==> config.mk <==
export PLATFORM = sky130hd
export DESIGN_NAME = seg7_scan_driver
export DESIGN_NICKNAME = d
export VERILOG_FILES = /design/src/rtl/seg7_pkg.sv /design/src/rtl/seg7_decode.sv /design/src/rtl/seg7_scan_driver.sv
export SDC_FILE = /design/constraint.sdc
export NUM_CORES = 1
export LEC_CHECK = 0
export CAP_MARGIN = 5
export CORE_MARGIN = 3
export CORE_UTILIZATION = 31
export CTS_CLUSTER_SIZE = 24
export DETAILED_ROUTE_END_ITERATION = 6
export PLACE_DENSITY = 0.49
export SLEW_MARGIN = 20
export SYNTH_ARGS = -nofsm -noshare
export SYNTH_HDL_FRONTEND = slang
export SYNTH_SLANG_ARGS = --single-unit
export TNS_END_PERCENT = 30
==> constraint.sdc <==
create_clock -name clk -period 2.6 [get_ports clk]
set_input_delay 0.52 -clock clk [delete_from_list [all_inputs] [get_ports clk]]
set_output_delay 0.52 -clock clk [all_outputs]
set_load 0.01 [all_outputs]
==> src/rtl/seg7_pkg.sv <==
// Shared segment encodings for the 7-segment display path.
// Segment bit order is {g,f,e,d,c,b,a}, active-high.
package seg7_pkg;

  localparam logic [6:0] SEG_OFF = 7'b0000000;

  localparam logic [0:15][6:0] SEG_TABLE = '{
    7'b0111111, 7'b0000110, 7'b1011011, 7'b1001111,
    7'b1100110, 7'b1101101, 7'b1111101, 7'b0100111,
    7'b1111111, 7'b1101111, 7'b1110111, 7'b1111100,
    7'b0111001, 7'b1011110, 7'b1111001, 7'b1110001
  };

  function automatic logic [6:0] seg7_dec(input logic [3:0] nib);
    return SEG_TABLE[nib];
  endfunction

endpackage

==> src/rtl/seg7_decode.sv <==
// Combinational hex nibble to active-high segment pattern.
module seg7_decode
  import seg7_pkg::*;
(
  input  logic [3:0] nibble_i,
  output logic [6:0] seg_o
);

  always_comb begin
    seg_o = seg7_dec(nibble_i);
  end

endmodule

==> src/rtl/seg7_scan_driver.sv <==
// Time-multiplexed multi-digit 7-segment driver with frame-synchronous
// value updates, leading-zero blanking and per-slot anti-ghost gap.
module seg7_scan_driver
  import seg7_pkg::*;
#(
  parameter int unsigned DIGITS      = 4,
  parameter int unsigned SCAN_DIV    = 50000,
  parameter int unsigned BLANK_CYC   = 500,
  parameter int unsigned SEG_ACT_LOW = 0,
  parameter int unsigned DIG_ACT_LOW = 1,
  parameter int unsigned LZ_BLANK    = 1
)(
  input  logic                  clk,
  input  logic                  rst,
  input  logic [4*DIGITS-1:0]   value,
  input  logic [DIGITS-1:0]     dp_in,
  input  logic                  load,
  input  logic                  blank,
  output logic [6:0]            seg,
  output logic                  dp,
  output logic [DIGITS-1:0]     dig_en,
  output logic                  frame_tick
);

  localparam int unsigned IDX_W = (DIGITS > 1) ? $clog2(DIGITS) : 1;
  localparam int unsigned CNT_W = $clog2(SCAN_DIV);

  localparam logic [CNT_W-1:0]  CNT_LAST  = CNT_W'(SCAN_DIV - 1);
  localparam logic [CNT_W-1:0]  CNT_BLANK = CNT_W'(BLANK_CYC);
  localparam logic [IDX_W-1:0]  IDX_LAST  = IDX_W'(DIGITS - 1);
  localparam logic [6:0]        SEG_IDLE  = (SEG_ACT_LOW != 0) ? 7'h7F : 7'h00;
  localparam logic              DP_IDLE   = (SEG_ACT_LOW != 0);
  localparam logic [DIGITS-1:0] DIG_IDLE  = (DIG_ACT_LOW != 0) ? '1 : '0;

  logic [CNT_W-1:0]    cnt_q;
  logic [IDX_W-1:0]    idx_q;
  logic [4*DIGITS-1:0] shadow_q, pend_q;
  logic [DIGITS-1:0]   shadow_dp_q, pend_dp_q;
  logic                pend_v_q;
  logic                tick_q;
  logic [6:0]          seg_q;
  logic                dp_q;
  logic [DIGITS-1:0]   dig_en_q;

  logic                wrap;
  logic [3:0]          cur_nib;
  logic                cur_dp;
  logic                cur_lz;
  logic                on;
  logic                zero_run;
  logic [DIGITS-1:0]   lz_vec;
  logic [DIGITS-1:0]   dig_on;
  logic [6:0]          dec_seg;
  logic [6:0]          seg_d;
  logic                dp_d;
  logic [DIGITS-1:0]   dig_en_d;

  assign wrap = (cnt_q == CNT_LAST) && (idx_q == IDX_LAST);

  // Walk from the most significant digit down; digit 0 is never blanked.
  always_comb begin
    zero_run = 1'b1;
    lz_vec   = '0;
    for (int unsigned k = 0; k < DIGITS; k++) begin
      zero_run = zero_run && (shadow_q[(DIGITS-1-k)*4 +: 4] == 4'h0);
      lz_vec[DIGITS-1-k] = zero_run && (LZ_BLANK != 0) && (k != DIGITS-1);
    end
  end

  always_comb begin
    cur_nib = '0;
    cur_dp  = 1'b0;
    cur_lz  = 1'b0;
    for (int unsigned k = 0; k < DIGITS; k++) begin
      if (idx_q == IDX_W'(k)) begin
        cur_nib = shadow_q[k*4 +: 4];
        cur_dp  = shadow_dp_q[k];
        cur_lz  = lz_vec[k];
      end
    end
  end

  seg7_decode u_decode (
    .nibble_i (cur_nib),
    .seg_o    (dec_seg)
  );

  always_comb begin
    on     = (cnt_q >= CNT_BLANK) && !blank && !cur_lz;
    dig_on = '0;
    for (int unsigned k = 0; k < DIGITS; k++) begin
      dig_on[k] = on && (idx_q == IDX_W'(k));
    end
    seg_d    = (on ? dec_seg : SEG_OFF) ^ SEG_IDLE;
    dp_d     = (on && cur_dp) ^ DP_IDLE;
    dig_en_d = dig_on ^ DIG_IDLE;
  end

  always_ff @(posedge clk) begin
    if (!rst) begin
      cnt_q       <= '0;
      idx_q       <= '0;
      shadow_q    <= '0;
      shadow_dp_q <= '0;
      pend_q      <= '0;
      pend_dp_q   <= '0;
      pend_v_q    <= 1'b0;
      tick_q      <= 1'b0;
      seg_q       <= SEG_IDLE;
      dp_q        <= DP_IDLE;
      dig_en_q    <= DIG_IDLE;
    end else begin
      tick_q <= wrap;
      if (cnt_q == CNT_LAST) begin
        cnt_q <= '0;
        idx_q <= (idx_q == IDX_LAST) ? '0 : idx_q + 1'b1;
      end else begin
        cnt_q <= cnt_q + 1'b1;
      end

      // A load coinciding with the wrap bypasses pending entirely.
      if (load && wrap) begin
        shadow_q    <= value;
        shadow_dp_q <= dp_in;
        pend_v_q    <= 1'b0;
      end else if (load) begin
        pend_q    <= value;
        pend_dp_q <= dp_in;
        pend_v_q  <= 1'b1;
      end else if (wrap && pend_v_q) begin
        shadow_q    <= pend_q;
        shadow_dp_q <= pend_dp_q;
        pend_v_q    <= 1'b0;
      end

      seg_q    <= seg_d;
      dp_q     <= dp_d;
      dig_en_q <= dig_en_d;
    end
  end

  assign seg        = seg_q;
  assign dp         = dp_q;
  assign dig_en     = dig_en_q;
  assign frame_tick = tick_q;

endmodule

Word-level counts from Yosys, hierarchy flattened
Memory sizes are Yosys's and may differ from the RTL's. A register that Yosys moved wholly into a read port is not among the register bits.
Index checks and enable logic that the tools add are counted.
{"block": "classes", "addsub": 2, "magnitude_cmp": 1, "eq_ne": 5, "mux": 20, "bitwise_logic": 4, "n_reduce_logical": 26}
{"op": "$mux 16", "n": 3}
{"op": "$mux 4", "n": 7}
{"op": "$add 16x1->16 const B", "n": 1}
{"op": "$eq 16x16->1 const B", "n": 1}
{"op": "$ge 16x9->1 const B", "n": 1}
{"op": "$logic_and 1x1->1", "n": 12}
{"op": "$logic_not 4->1", "n": 3}
{"op": "$mux 1", "n": 9}
{"op": "$reduce_and 2->1", "n": 3}
{"op": "$not 4->5", "n": 1}
{"op": "$eq 2x2->1 const B", "n": 2}
{"op": "$not 4->4", "n": 1}
{"op": "$reduce_bool 2->1", "n": 2}
{"op": "$reduce_or 2->1", "n": 2}
{"op": "$logic_not 1->1", "n": 3}
{"op": "$add 2x1->2 const B", "n": 1}
{"op": "$eq 2x1->1 const B", "n": 1}
{"op": "$logic_not 2->1", "n": 1}
{"op": "$mux 2", "n": 1}
{"op": "$ne 2x1->1 const B", "n": 1}
{"op": "$not 1->1", "n": 2}
{"block": "totals", "reg_bits": 65, "rom_bits": 112, "input_bits": 24, "out_inout_bits": 13, "elab_cells": 69, "n_memories": 1}
{"name": "(name not given)", "words": 16, "width": 7, "read_ports": 1, "rd_clocked_by_memory_dff": 1, "write_ports": 0, "line_no": "seg7_pkg.sv:15", "source": "return SEG_TABLE[nib];"}

Longest topological paths before layout
{"block": "depth", "depth_word": 10, "mapped_depth": 10, "mapped_depth_nobuf": 9}

Cells and area by module
From an unflattened synthesis, not the netlist that was laid out.
{"block": "unflattened", "cells_unflattened": 365, "hier_area_um2": 3311.9}
{"module": "seg7_scan_driver", "n_inst": 1, "cells_each": 333, "area_per_inst_um2": 3035.4, "seq_area_each_um2": 1441.4}
{"module": "seg7_decode", "n_inst": 1, "cells_each": 32, "area_per_inst_um2": 276.5, "seq_area_each_um2": 0.0}

Worst setup path before layout
Ideal clock, no wire load.
{"block": "synth_path", "path_type": "reg2reg", "start": "reg idx_q[1]", "end": "reg seg_q[4] (netlist: seg[4])", "setup_ns": 0.120, "arrival_ns": 1.954, "required_time_ns": 2.480, "setup_slack_ns": 0.526, "path_stages_with_launch": 11, "path_buffers": 1, "synth_period_minus_slack_ns": 2.074, "path_cell_list": "dfxtp_1 inv_1 ha_1 buf_6 nand3b_1 a211oi_2 inv_1 ha_1 mux2_2 mux2i_1 nor2_1"}
{"block": "synth_via", "elab_chain_len": 8, "word_cells_on_any_way": 16, "classes_between": "eq/ne (3); mux (7); bitwise (1); reduce/logical (5)"}
{"item": "from (decl)", "line_no": "seg7_scan_driver.sv:36", "source": "logic [IDX_W-1:0] idx_q;"}
{"item": "from (signal assigned)", "line_no": "seg7_scan_driver.sv:116", "source": "idx_q <= (idx_q == IDX_LAST) ? '0 : idx_q + 1'b1;"}
{"item": "$eq 2x1->1", "line_no": "seg7_scan_driver.sv:75", "source": "if (idx_q == IDX_W'(k)) begin"}
{"item": "$mux 1 (3 in series)", "line_no": "seg7_scan_driver.sv:75"}
{"item": "$logic_not 1->1", "line_no": "seg7_scan_driver.sv:89", "source": "on = (cnt_q >= CNT_BLANK) && !blank && !cur_lz;"}
{"item": "$logic_and 1x1->1", "line_no": "seg7_scan_driver.sv:89"}
{"item": "$reduce_and 2->1 (no line)"}
{"item": "$logic_not 1->1 (no line)"}
{"item": "to (decl)", "line_no": "seg7_scan_driver.sv:41", "source": "logic [6:0] seg_q;"}
Parallel ways exist; a longest one is shown, timed or not.
A chain may end at the register's enable or synchronous reset.

Worst setup path after layout
{"block": "layout_path", "start": "reg idx_q[0]", "end": "reg seg_q[4] (netlist: seg[4])"}
The elaborated chain is that of the path after synthesis.

==> results.md <==
* #FFs+latches synth at 72
* Vias at 2824
* Top post-synthesis cells by count: 72 x dfxtp_1, 66 x nand2_1, 48 x o21ai_0, 45 x nand3_1, 25 x nor2_1
* Post-synthesis sequential area ratio at 0.412
* Synthesis Warnings at 0
* Worst Skew at 10.9 ps
* Syn Inst Count at 413
* RSZ-0062 raised after global routing: false
* Layout area overhead at 20.3%
* Cell area after layout at 0.00421 mm2
* Cts bufs inserted at 9
* Routed wire per std cell at 13.0 um
* Initial core utilization at 0.320
* Die ar. at 0.0126 mm2
* Root Driver: clkbuf_16
* Number of routed nets with antenna violations at 0
* First DRT Iteration DRCs at 130
* Post-DP HPWL at 5240 um
* Leakage at 1.52 nW
* Adder and majority gate portion of the synthesized area at 0.0465
* WP data required at 2810 ps
* Vias in the first global route at 2710
* Fillcell total at 1154
* Compound-cell area share of the yosys netlist at 0.168
* Outcome: complete, no violations
* Fmax at 0.434 GHz
* Vias per Instance at 4.85
* Clock Pin Slew Worst Setup and Hold Paths at 60 ps
* EDFF count, synth at 0
* Mapped cell area at 0.00350 mm2
* Final min period at 2300 ps
* Synth Area in XOR/XNOR at 0.0325
* Port buffer count at 36
* Hold Path Class: flip-flop to flip-flop
* Most numerous cell in the Yosys netlist: dfxtp_1
* Arrival @ worst endpoint at 2520 ps
* Initial antenna violation count at 0
* Maxcap violations at 0
* CTS tree: built
* Place WS at 204 ps
* I/O pin count at 37
* Synth async-reset ratio at 0
* Final Core Density at 0.385
* Worst-Margin Slew at 822 ps
* Die W at 112 um
* Core area at 0.0109 mm2
* Syn nets at 450
* Power Density at 565 mW/mm2
* Fin. Hold Viols at 0
* First-pass GRT wire length at 13000 um
* Area of the multi-input gates at 0.00187 mm2
* Total GRT Usage at 0.124
* Area contributors post-synth: dfxtp_1 41%, nand2_1 7.1%, o21ai_0 6.9%
* Antenna Diode Count at 0
* Worst-path maximum fanout at 10
* CTS Buffer Depth at 2
* Post-CTS Setup Inserts at 0
* Dpl cell area at 0.00395 mm2
* Average size of a mapped cell at 8.48 um2
* Largest net degree at the start of global routing at 86
* Setup_tns at 0 ps
* Detailed-route wire length at 7570 um
* Htree depth at 3
* Row count at 38
* Top-area cell type share of the netlist area at 0.412
* CP startpoint kind: flip-flop
* Synth Area in Simple Gates at 0.272
* Sink Count at 72
* Largest family of logic cells by synthesized area: simple AND/OR/NAND/NOR gates
* Worst-skew pair later-pin latency at 330 ps
* DIE HEIGHT at 112 um
* Layout net count at 476
* DRT Pass-1 Iters at 4
* Total grt overflow at 0
* Layout cells sized above 1 at 0.0905
* Final Hold Slack at 468 ps
* Part of the cycle the worst path needs at 0.886
* Final setup fails at 0
* Synth area leader: dfxtp_1
* CP endpoint kind: flip-flop
* Main synth FF type: dfxtp_1
* DR DRC count at 0
* Yosys cell types at 56
* Crit Path Category: flip-flop to flip-flop
* Multiplexer area fraction after synthesis at 0.0147
* Peak supply drop at 0.266 mV
* GPL Wtd Cong at 0.767
* FF+latch area at 0.00144 mm2
* Final Slew Violations at 0
* PnR worst setup slack at 296 ps
* Headroom to the max-slew limit at 0.452
[logic make-up after synthesis]
kind of cell    count (synthesis)
compound gates                 87
xor+xnor                       13
fa+ha+maj                      13
buf+inv                        38
flops                          72
mux                             5
simple gates                  185
[timing repair]
item                       4_1_cts  5_1_grt
setup endpoints to repair        0        1
gates resized for setup          0        1
hold buffers                     0        0
[power breakdown]
group	switching [mW]	internal, mW	leakage [nW]	total, mW
clock network	0.438	0.659	0.123	1.10
registers	0.0150	1.13	0.585	1.14
logic	0.0740	0.0676	0.810	0.142
total	0.527	1.85	1.52	2.38
[registers in the layout (all words and copies together) (netlist names)]
name         cells
shadow_dp_q      4
idx_q            2
cnt_q           16
dp               1
pend_q          16
pend_v_q         1
frame_tick       1
dig_en           4
pend_dp_q        4
shadow_q        16
seg              7
[per-stage QoR]
stage	power [mW]	instances
2_1_floorplan	1.25	413
3_3_place_gp	1.31	568
3_5_place_dp	1.31	568
4_1_cts	2.42	582
5_1_grt	2.49	582
6_report	2.38	582
[layout make-up]
type / count / area share
multi-input cells: 303 / 0.444
flip-flops and latches: 72 / 0.342
repair buffers: 44 / 0.102
clock buffers: 11 / 0.0576
well taps: 140 / 0.0416
inverters: 9 / 0.00802
clock inverters: 3 / 0.00475
[final timing paths]
check | end | depth (start not counted) | startpoint | slack, ps
worst max-delay path | seg[4] | 9 | idx_q[0] | 300
worst min-delay path | pend_q[10] | 2 | pend_q[10] | 470
worst max register to register | seg[4] | 9 | idx_q[0] | 300
worst min register to register | pend_q[10] | 2 | pend_q[10] | 470
[per-layer routing]
| metal | global-route usage | routed length, um | part of all wire |
|---|---|---|---|
| met5 | 0 | 0 | 0 |
| met2 | 0.185 | 3240 | 0.43 |
| met4 | 0.0401 | 74 | 0.0098 |
| met1 | 0.173 | 3950 | 0.52 |
| met3 | 0.0345 | 308 | 0.041 |
[worst max-delay path: stages (launching register included)]
cell and delay, ps:
dfxtp_1 400, inv_1 90, ha_1 340, nor3b_1 200
a211oi_2 300, inv_1 190, ha_1 230, mux2_2 260
mux2i_1 120, nor2_1 50
[cell usage in the layout (no fill, tap or decap), types with 5 or more instances in the layout]
cell / synthesis / final
nand2_1: 66 / 66
nand3b_1: 5 / 5
xnor2_1: 8 / 8
dfxtp_1: 72 / 72
nand3_1: 45 / 45
buf_4: 2 / 7
clkdlybuf4s50_1: 0 / 35
inv_1: 9 / 9
nor2b_1: 6 / 6
clkbuf_16: 0 / 9
a22o_1: 16 / 16
xor2_1: 5 / 5
nor2_1: 25 / 25
o21ai_0: 48 / 48
a211oi_1: 5 / 5
ha_1: 13 / 12
(Power assumes the default switching activity.)
